$ cat src/rtl/mux_rr_reg.sv
// mux_rr_reg
//   N-input, W-bit registered multiplexer with valid/ready on every input and
//   on the output. In direct mode the channel comes from a saturating select.
//   In round-robin mode the grant rotates fairly among the valid inputs. The
//   output is a single registered pipeline stage.
//
// Handshake: a word moves across an interface on a rising clock edge where
//   valid and ready are both high. A producer may drop valid at any time.
//   in_ready is combinational and one-hot or zero. The output stage holds
//   out_data/out_chan/out_valid stable while out_valid && !out_ready.
//
// Ports:
//   clock      rising-edge clock
//   reset      asynchronous, active-high reset
//   mode       0 = direct select, 1 = round-robin
//   select     channel select in direct mode; codes >= NUM_IN-1 pick NUM_IN-1
//   in_data    channel i at bits [i*WIDTH +: WIDTH]
//   in_valid   per-channel valid
//   in_ready   per-channel accept, at most one bit high
//   out_data   registered output word
//   out_valid  registered output valid
//   out_chan   channel that supplied out_data
//   out_ready  downstream accept
//
// SEL_W must satisfy 2**SEL_W >= NUM_IN; NUM_IN is 2..16.
module mux_rr_reg #(
  parameter int NUM_IN = 4,
  parameter int WIDTH  = 8,
  parameter int SEL_W  = 2
) (
  input  logic                      clock,
  input  logic                      reset,
  input  logic                      mode,
  input  logic [SEL_W-1:0]          select,
  input  logic [NUM_IN*WIDTH-1:0]   in_data,
  input  logic [NUM_IN-1:0]         in_valid,
  output logic [NUM_IN-1:0]         in_ready,
  output logic [WIDTH-1:0]          out_data,
  output logic                      out_valid,
  output logic [SEL_W-1:0]          out_chan,
  input  logic                      out_ready
);

  localparam logic [SEL_W-1:0] LAST_CHAN = SEL_W'(NUM_IN - 1);

  logic [SEL_W-1:0] last_grant;
  logic             load_en;
  logic [SEL_W-1:0] sel_eff;
  logic             dir_valid;
  logic [SEL_W-1:0] rr_grant;
  logic             rr_valid;
  logic [SEL_W-1:0] grant;
  logic             gnt_valid;
  logic             transfer;
  logic [WIDTH-1:0] grant_data;

  // The register can accept a new word when it is empty or being drained.
  assign load_en = !out_valid || out_ready;

  // Direct mode: saturate out-of-range select codes onto the last channel.
  assign sel_eff = (select >= LAST_CHAN) ? LAST_CHAN : select;

  always_comb begin
    dir_valid = 1'b0;
    for (int i = 0; i < NUM_IN; i++) begin
      if (sel_eff == SEL_W'(i)) dir_valid = in_valid[i];
    end
  end

  // Round-robin: the first valid channel strictly above last_grant wins;
  // if none, wrap and take the lowest valid channel (which may be
  // last_grant itself when it is the only requester).
  always_comb begin
    logic             found_hi;
    logic             found_lo;
    logic [SEL_W-1:0] hi_idx;
    logic [SEL_W-1:0] lo_idx;
    found_hi = 1'b0;
    found_lo = 1'b0;
    hi_idx   = '0;
    lo_idx   = '0;
    for (int i = 0; i < NUM_IN; i++) begin
      if (!found_hi && in_valid[i] && (SEL_W'(i) > last_grant)) begin
        found_hi = 1'b1;
        hi_idx   = SEL_W'(i);
      end
      if (!found_lo && in_valid[i]) begin
        found_lo = 1'b1;
        lo_idx   = SEL_W'(i);
      end
    end
    rr_grant = found_hi ? hi_idx : lo_idx;
    rr_valid = |in_valid;
  end

  assign grant     = mode ? rr_grant : sel_eff;
  assign gnt_valid = mode ? rr_valid : dir_valid;
  // gnt_valid already implies in_valid[grant], so this is the handshake.
  assign transfer  = load_en && gnt_valid;

  always_comb begin
    in_ready   = '0;
    grant_data = '0;
    for (int i = 0; i < NUM_IN; i++) begin
      if (grant == SEL_W'(i)) begin
        in_ready[i] = transfer;
        grant_data  = in_data[i*WIDTH +: WIDTH];
      end
    end
  end

  always_ff @(posedge clock or posedge reset) begin
    if (reset) begin
      out_data   <= '0;
      out_valid  <= 1'b0;
      out_chan   <= '0;
      last_grant <= LAST_CHAN;
    end else if (transfer) begin
      out_data   <= grant_data;
      out_chan   <= grant;
      out_valid  <= 1'b1;
      last_grant <= grant;
    end else if (out_valid && out_ready) begin
      // Drained with nothing to refill: keep data/chan, drop valid.
      out_valid  <= 1'b0;
    end
  end

endmodule

$ cat config.mk
export PLATFORM = sky130hd
export DESIGN_NAME = mux_rr_reg
export DESIGN_NICKNAME = d
export VERILOG_FILES = /design/src/rtl/mux_rr_reg.sv
export SDC_FILE = /design/constraint.sdc
export NUM_CORES = 1
export LEC_CHECK = 0
export ABC_CLOCK_PERIOD_IN_PS = 2500
export CELL_PAD_IN_SITES_DETAIL_PLACEMENT = 2
export CELL_PAD_IN_SITES_GLOBAL_PLACEMENT = 2
export CORE_ASPECT_RATIO = 2
export CORE_UTILIZATION = 21
export CTS_BUF_LIST = sky130_fd_sc_hd__clkbuf_4
export CTS_CLUSTER_SIZE = 16
export DETAILED_ROUTE_END_ITERATION = 10
export PLACE_DENSITY_LB_ADDON = 0.12
export SLEW_MARGIN = 30
export SYNTH_ARGS = -nofsm -noshare
export SYNTH_HDL_FRONTEND = slang
export SYNTH_SLANG_ARGS = --single-unit
$ cat constraint.sdc
create_clock -name clock -period 2.5 [get_ports clock]
set_input_delay 0.375 -clock clock [delete_from_list [all_inputs] [get_ports clock]]
set_output_delay 0.375 -clock clock [all_outputs]
set_load 0.02 [all_outputs]
==> results of run 1 <==
==> cell type report <==
cell class	instances	area, um2	share of cell area
Sequential cell	13	328	0.202
Clock buffer	3	22.5	0.0139
Inverter	5	18.8	0.0116
Tap cell	54	67.6	0.0416
Timing Repair Buffer	67	619	0.382
Multi-Input combinational cell	66	562	0.346
Clock inverter	1	5.00	0.00308
==> cell families after synthesis <==
family,Yosys count,synth area share
mux,21,0.238
simple gates,27,0.138
flops,13,0.347
buf+inv,10,0.0648
compound gates,18,0.213
==> placed cells by master, fill, tap and decap left out, types with 3 or more instances in the layout <==
cell | Yosys | layout
a221oi_2 | 8 | 8
buf_2 | 1 | 4
buf_4 | 0 | 11
clkbuf_4 | 0 | 3
clkdlybuf4s50_1 | 0 | 49
dfrtp_1 | 11 | 11
dlygate4sd2_1 | 0 | 3
inv_1 | 4 | 4
mux2i_1 | 18 | 18
nor2_1 | 14 | 14
nor2b_1 | 4 | 4
==> through the flow <==
step | hold slack (ps) | instances | util | instance area [um2]
floorplan | 251 | 89 | - | 946
global placement | 488 | 205 | 0.372 | 1610
detailed placement | 506 | 205 | 0.372 | 1610
CTS | 459 | 209 | 0.373 | 1620
global route | 517 | 209 | 0.374 | 1620
finish | 434 | 209 | 0.374 | 1620
==> timing repair <==
action | 4_1_cts | 5_1_grt
endpoints found under the hold margin | 0 | 0
gates resized for setup | 19 | 1
endpoints found under the setup margin | 4 | 1
pin swaps | 1 | 0
==> where the power goes <==
part | total (mW) | switching [mW] | leakage [nW] | internal [mW]
logic | 0.499 | 0.239 | 0.547 | 0.260
clock network | 0.134 | 0.0748 | 0.0177 | 0.0592
registers | 0.312 | 0.0408 | 0.141 | 0.272
==> registers in the layout (all words and copies together) (netlist names) <==
register	cells
out_data	8
out_valid	1
out_chan	2
last_grant	2
==> synth_stat cells (2+ instances only) <==
library cell / n / area share
mux2_2: 2 / 0.024
o21ai_1: 2 / 0.011
nor2_1: 14 / 0.056
buf_6: 3 / 0.036
dfrtp_1: 11 / 0.29
a221oi_2: 8 / 0.13
nor3_1: 3 / 0.016
nor2b_1: 4 / 0.026
inv_1: 4 / 0.016
mux2i_1: 18 / 0.19
dfstp_2: 2 / 0.056
==> layer usage <==
layer,share of wire,vias up,global-route usage
li1,-,455,-
met1,0.32,481,0.126
met2,0.63,31,0.323
met3,0.028,5,0.0110
met4,0.018,0,0.0527
met5,0,-,0
==> worst max-delay path, cell delays in order <==
cell and delay [ps]:
clkdlybuf4s50_1 450, mux4_2 490, o21ai_2 190, a21oi_2 70, nor2b_1 160, and2_1 160
buf_2 150
==> worst max-delay path by stage <==
stage                                    from     endpoint  slack (ps)  cells after the start
CTS                               in_valid[1]  in_ready[3]          40                      7
global route                      in_valid[0]  in_ready[3]          10                      7
detailed placement                  select[0]  in_ready[3]        -410                      7
global placement                    select[0]  in_ready[3]        -340                      7
finish                            in_valid[0]  in_ready[3]          80                      7
floorplan           last_grant[0]$_DFFE_PP1P_  in_ready[0]         470                      6
==> results_dict.tcl, run 1 <==
set metrics [dict create \
    status "finished clean" \
    clock_latency_ps 270 \
    crit_fanout 4 \
    antenna_found_initial 0 \
    worst_slack_ps 80.5 \
    hold_class "input pin to async pin" \
    setup_viol 0 \
    r2r_cells 7 \
    wl_per_cell_um 16.5 \
    slew_headroom 0.643 \
    p_total_mw 0.945 \
    syn_avg_cell_area_um2 10.6 \
    yosysSeqAreaShare 0.347 \
    p_leak_nw 0.706 \
    track_usage 0.148 \
    power.density_nw_per_um2 582 \
    die_y_um 96.9 \
    end_kind "primary output" \
    cts.sinks 13 \
    vias_per_cell 4.65 \
    worstSetupPathType "input pin to primary output" \
    fmax_mhz 413 \
    initial_core_util 0.218 \
    core_area_um2 4340 \
    std_cell_rows 34 \
    wl_mm 3.46 \
    fin_crit_ps 2420 \
    cts_max_path_buffers 2 \
    cts_tree "done" \
    diodes 0 \
    cts_setup_buffers 0 \
    grt_max_degree 14 \
    pre_cts_ws_ps -409 \
    max-vdd-ir-drop_mv 0.262 \
    vias 972 \
    ys_async_sr_fraction 1.00 \
    die_area_um2 4790 \
    r2r_end "out_data[3]$_DFFE_PP0P_" \
    rsz0062_at_grt "false" \
    drive_gt1_frac 0.252 \
    num-nets-final 198 \
    area_delta_synth_final_pct 71.6 \
    ios 57 \
    root_buffer "clkbuf_4" \
    drc 0 \
    numCtsBuffers 3 \
    ys_ff_latch 13 \
    syn_inst 89 \
    skew_ps 0.908 \
    drtIter0Drc 9 \
    grt_pass1_vias 1138 \
    synth-edff-count 0 \
    r2r_slack_ps 510 \
    holdBufCountCts 0 \
    place_congestion 0.734 \
    rr_startpoint "last_grant[1]$_DFFE_PP1P_" \
    synth_ff_type "dfrtp_1" \
    tightest_slew_ps 536 \
    critPathRequiredTime_ps 2120 \
    io_buffers 56 \
    netlist_area_um2 946 \
    yosysUniqueCellTypes 29 \
    clkSlewWorstSetupHoldPaths_ps 90 \
    place_hpwl_mm 2.99 \
    final-hold-violation-count 0 \
    overflow 0 \
    dr.pass1.iters 3 \
    die_w_um 49.5 \
    h-tree-depth 1 \
    fillers 497 \
    fin_crit_sh 0.968 \
    grt_pass1_wl_mm 5.29 \
    cp.arrival_ps 2040 \
    yosysWarnings 0 \
    finalSetupTns_ps 0 \
    finalMaxSlewViolations 0 \
    synth.net_count 131 \
    cap_violations 0 \
    startpoint_type "input pin" \
    final_antenna_net_count 0 \
]
Power figures use the tool's default switching activity.
==> run 2: changes to the inputs <==
--- a/config.mk
+++ b/config.mk
@@ -9,12 +9,13 @@
 export CELL_PAD_IN_SITES_DETAIL_PLACEMENT = 2
 export CELL_PAD_IN_SITES_GLOBAL_PLACEMENT = 2
 export CORE_ASPECT_RATIO = 2
+export CORE_MARGIN = 3
 export CORE_UTILIZATION = 21
 export CTS_BUF_LIST = sky130_fd_sc_hd__clkbuf_4
 export CTS_CLUSTER_SIZE = 16
 export DETAILED_ROUTE_END_ITERATION = 10
 export PLACE_DENSITY_LB_ADDON = 0.12
-export SLEW_MARGIN = 30
+export SLEW_MARGIN = 25
 export SYNTH_ARGS = -nofsm -noshare
 export SYNTH_HDL_FRONTEND = slang
 export SYNTH_SLANG_ARGS = --single-unit
==> run 2 against run 1 <==
Effect of this change: non-clock buffer count up 5; die area up 13%; cell area up 3.9%; hold slack got worse by 9.0 ps; total power rose by 3.9%; sequential share of layout area decreased by 0.76 points; critical path depth fell by 1; global-route usage barely moved; highest routed layer unchanged.
==> results_dict.tcl, run 2 (synthesis results as in run 1) <==
set metrics [dict create \
    top_regs "out_data (8), last_grant (2), out_chan (2)" \
    die_area_um2 5390 \
    io_buffers 56 \
    numCtsBuffers 3 \
    crit_fanout 5 \
    placed_cells 204 \
    drtIter0Drc 3 \
    fillers 491 \
    end_kind "primary output" \
    cts_max_path_buffers 2 \
    skew_ps 1.98 \
    final_cell_area_um2 1690 \
    fmax_mhz 421 \
    setup_viol 0 \
    cts_tree "done" \
    worst_slack_ps 125 \
    worstSetupPathDepth 6 \
    finalMaxSlewViolations 0 \
    cpPeakStageDelay_ps 620 \
    grt_pass1_wl_mm 5.81 \
    wl_mm 3.67 \
    vias_per_cell 4.80 \
    power.density_nw_per_um2 582 \
    place_hpwl_mm 3.09 \
    worstSetupPathType "input pin to primary output" \
    p_leak_nw 0.758 \
    core_area_um2 4210 \
    r2r_cells 8 \
    p_comb_frac 0.534 \
    max-vdd-ir-drop_mv 0.260 \
    swShare 0.367 \
    grt_max_degree 14 \
    largest_register_ffs 8 \
    cp_slowest_cell "clkdlybuf4s50_1" \
    slew_headroom 0.649 \
    power.clock.fraction 0.148 \
    clock_latency_ps 280 \
    track_usage 0.148 \
    clkSlewWorstSetupHoldPaths_ps 80 \
    ios 57 \
    p_total_mw 0.982 \
    cts.sinks 13 \
    initial_core_util 0.225 \
    crit_family "buffers and inverters" \
    num-nets-final 203 \
    std_cell_rows 33 \
    final_common_cell "clkdlybuf4s50_1" \
    dr.pass1.iters 2 \
    layout.cells.non_filler 212 \
    most-common-layout-cells "clkdlybuf4s50_1 (47), mux2i_1 (18), buf_4 (16)" \
    vias 1018 \
    status "finished clean" \
    fin_crit_sh 0.950 \
    area_delta_synth_final_pct 78.3 \
    die_y_um 101 \
    place_congestion 0.692 \
    root_buffer "clkbuf_4" \
    pre_cts_ws_ps -431 \
    regMostFlops "out_data" \
    drc 0 \
    diodes 0 \
    hold_class "input pin to async pin" \
    critPathRequiredTime_ps 2120 \
    h-tree-depth 1 \
    postPlaceCellArea_um2 1620 \
    cap_violations 0 \
    tightest_slew_ps 525 \
    final_antenna_net_count 0 \
    startpoint_type "input pin" \
    antenna_found_initial 0 \
    power.switching_mw 0.361 \
    final-hold-violation-count 0 \
    die_w_um 53.5 \
    wl_per_cell_um 17.3 \
    p_int_mw 0.621 \
    grt_pass1_vias 1205 \
    finalSetupTns_ps 0 \
    rsz0062_at_grt "false" \
    seq_power_share 0.318 \
    worst-path-buf-inv 2 \
    crit_chain "clkdlybuf4s50_1 > mux2i_1 > o21a_1 > and2_4 > nor2b_1 > buf_2" \
    drive_gt1_frac 0.294 \
    cp.arrival_ps 2000 \
    overflow 0 \
    fin_crit_ps 2370 \
]
==> run 2: final timing paths <==
kind	slack, ps	from	to
min in group clock	520	out_chan[0]$_DFFE_PP0P_	out_chan[0]$_DFFE_PP0P_
min reg2reg	520	out_chan[0]$_DFFE_PP0P_	out_chan[0]$_DFFE_PP0P_
max in group asynchronous	1710	reset	last_grant[0]$_DFFE_PP1P_
max reg2reg	470	last_grant[0]$_DFFE_PP1P_	out_data[0]$_DFFE_PP0P_
max	130	mode	in_ready[0]
min	420	reset	out_data[3]$_DFFE_PP0P_
==> run 2: power groups by stage <==
stage	clock network [mW]	logic [mW]	registers, mW
3_5_place_dp	0	0.520	0.315
5_1_grt	0.161	0.565	0.324
3_3_place_gp	0	0.505	0.315
6_report	0.146	0.524	0.312
4_1_cts	0.151	0.532	0.313
2_1_floorplan	0	0.217	0.366
==> run 2: per-stage QoR <==
step	utilization	hold slack (ps)
3_5_place_dp	0.384	505
3_3_place_gp	0.384	495
2_1_floorplan	-	251
4_1_cts	0.396	435
6_report	0.400	425
5_1_grt	0.400	473
==> run 2: cell type report <==
class                   instances  area [um2]  area share
repair buffers                 72         672       0.398
multi-input cells              66         573       0.340
flip-flops and latches         13         328       0.194
well taps                      52        65.1      0.0386
clock buffers                   4        30.0      0.0178
inverters                       5        18.8      0.0111
==> run 2: metal layers <==
layer | part of all wire | GRT usage
met1 | 0.30 | 0.136
met4 | 0.040 | 0.0709
met5 | 0 | 0
met2 | 0.60 | 0.289
met3 | 0.056 | 0.0252
==> run 2: repair_timing <==
item / 4_1_cts / 5_1_grt
cloned: 0 / 0
setup buffers: 4 / 0
hold buffers: 0 / 0
pin swaps: 2 / 2
gates resized for setup: 18 / 6
endpoints found under the setup margin: 4 / 4
==> run 3: changes to the inputs <==
--- a/config.mk
+++ b/config.mk
@@ -14,6 +14,7 @@
 export CTS_BUF_LIST = sky130_fd_sc_hd__clkbuf_4
 export CTS_CLUSTER_SIZE = 16
 export DETAILED_ROUTE_END_ITERATION = 10
+export GPL_TIMING_DRIVEN = 0
 export PLACE_DENSITY_LB_ADDON = 0.12
 export SLEW_MARGIN = 25
 export SYNTH_ARGS = -nofsm -noshare
==> run 3 against run 2 <==
Effect of this change: critical path type unchanged; count of clock-buffer cells in the layout is the same; first-iteration DRC count increased to 3.0 times the previous value; critical path depth grew 2; total power decreased by 1.5%; hold slack better by 2.8 ps; die area did not move; sequential power about the same; sequential share of layout area increased by 0.69 points; cell count shrank 3.8%; critical endpoint unchanged; worst setup slack lost 31 ps.
==> results_dict.tcl, run 3 (synthesis results as in run 1) <==
set metrics [dict create \
    status "finished clean" \
    die_area_um2 5390 \
    die_y_um 101 \
    drive_gt1_frac 0.243 \
    ios 57 \
    startpoint_type "input pin" \
    end_kind "primary output" \
    p_leak_nw 0.707 \
    postPlaceCellArea_um2 1570 \
    top_regs "out_data (8), last_grant (2), out_chan (2)" \
    regMostFlops "out_data" \
    p_total_mw 0.967 \
    dr.pass1.iters 3 \
    r2r_slack_ps 600 \
    fillers 502 \
    io_buffers 56 \
    critPathRequiredTime_ps 2120 \
    most-common-layout-cells "clkdlybuf4s50_1 (45), mux2i_1 (18), nor2_1 (14)" \
    std_cell_rows 33 \
    fin_crit_ps 2410 \
    final_cell_area_um2 1630 \
    wl_per_cell_um 17.1 \
    final_antenna_net_count 0 \
    antenna_found_initial 0 \
    max-vdd-ir-drop_mv 0.249 \
    crit_fanout 10 \
    final_common_cell "clkdlybuf4s50_1" \
    drtIter0Drc 9 \
    met1_length_mm 1.07 \
    cts_max_path_buffers 2 \
    num-nets-final 195 \
    track_usage 0.138 \
    vias 976 \
    power.density_nw_per_um2 593 \
    finalSetupTns_ps 0 \
    wl_mm 3.50 \
    slew_headroom 0.649 \
    place_hpwl_mm 2.92 \
    initial_core_util 0.225 \
    final-hold-violation-count 0 \
    finalMaxSlewViolations 0 \
    cts_tree "done" \
    r2r_cells 7 \
    diodes 0 \
    holdBufCountCts 0 \
    core_area_um2 4210 \
    drc 0 \
    h-tree-depth 1 \
    skew_ps 2.90 \
    grt_pass1_wl_mm 5.35 \
    overflow 0 \
    fin_crit_sh 0.962 \
    area_delta_synth_final_pct 72.2 \
    rr_startpoint "last_grant[0]$_DFFE_PP1P_" \
    grt_pass1_vias 1118 \
    hold_class "input pin to async pin" \
    die_w_um 53.5 \
    clock_latency_ps 280 \
    fin_util 0.387 \
    wl_met2_mm 2.16 \
    route.met3.wl_um 222 \
    setup_viol 0 \
    root_buffer "clkbuf_4" \
    grt_max_degree 14 \
    r2r_end "out_data[0]$_DFFE_PP0P_" \
    cap_violations 0 \
    cts.sinks 13 \
    worstSetupPathType "input pin to primary output" \
    numCtsBuffers 3 \
    clkSlewWorstSetupHoldPaths_ps 80 \
    highest_layer "met4" \
    fmax_mhz 416 \
    cp.arrival_ps 2030 \
    tightest_slew_ps 526 \
    largest_register_ffs 8 \
    vias_per_cell 4.78 \
    place_congestion 0.622 \
]
## run 3: cell types whose count changed in the layout (fill, tap and decap cells not counted), sizes merged
cell,before,now
dlygate4sd2,2,5
buf,19,11
clkdlybuf4s50,47,45
clkbuf,4,6
dlymetal6s2s,3,0
## run 3: area by class of cell
class | count | area (um2) | share of cell area
multi-input cells | 66 | 577 | 0.354
inverters | 5 | 18.8 | 0.0115
repair buffers | 59 | 552 | 0.339
flip-flops and latches | 13 | 328 | 0.201
clock buffers | 4 | 30.0 | 0.0184
well taps | 52 | 65.1 | 0.0399
plain buffers | 5 | 58.8 | 0.0361
## run 3: where the power goes
part           internal, mW  total [mW]  switching (mW)
clock                0.0727       0.146          0.0730
sequential            0.272       0.311          0.0395
combinational         0.266       0.510           0.244
total                 0.610       0.967           0.357
## run 3: layer usage
metal  GRT usage  vias up
met4      0.0531        0
met3      0.0267        4
met2       0.275       35
met5           0        -
met1       0.125      488
li1            -      449
## run 3: stage by stage
step | setup slack (ps) | hold WS, ps | cells
2_1_floorplan | 473 | 251 | 89
3_3_place_gp | -801 | 482 | 197
3_5_place_dp | -816 | 509 | 197
4_1_cts | 2.07 | 449 | 201
5_1_grt | -5.17 | 477 | 204
6_report | 94.4 | 427 | 204
## run 3: timing repair
| action | in CTS | in global routing |
|---|---|---|
| buffers inserted | 0 | 3 |
| resized for setup | 33 | 2 |
| gates cloned | 0 | 0 |
| pin swaps | 2 | 1 |
| endpoints found under the setup margin | 4 | 3 |
## run 3: critical path, cell delays in order
cell and delay [ps]:
dlygate4sd2_1 310, mux4_2 510, o21ai_4 170, a21oi_4 70
and2_4 160, buf_6 150, nor2b_1 130, buf_2 150
## run 3: worst max-delay path by stage
stage,endpoint,cells past startpoint,startpoint
final,in_ready[0],8,in_valid[1]
after global routing,in_ready[1],7,last_grant[1]$_DFFE_PP1P_
after global placement,in_ready[1],7,in_valid[2]
after CTS,in_ready[3],8,in_valid[2]
after detailed placement,in_ready[1],7,in_valid[2]
after floorplan,in_ready[0],6,last_grant[0]$_DFFE_PP1P_
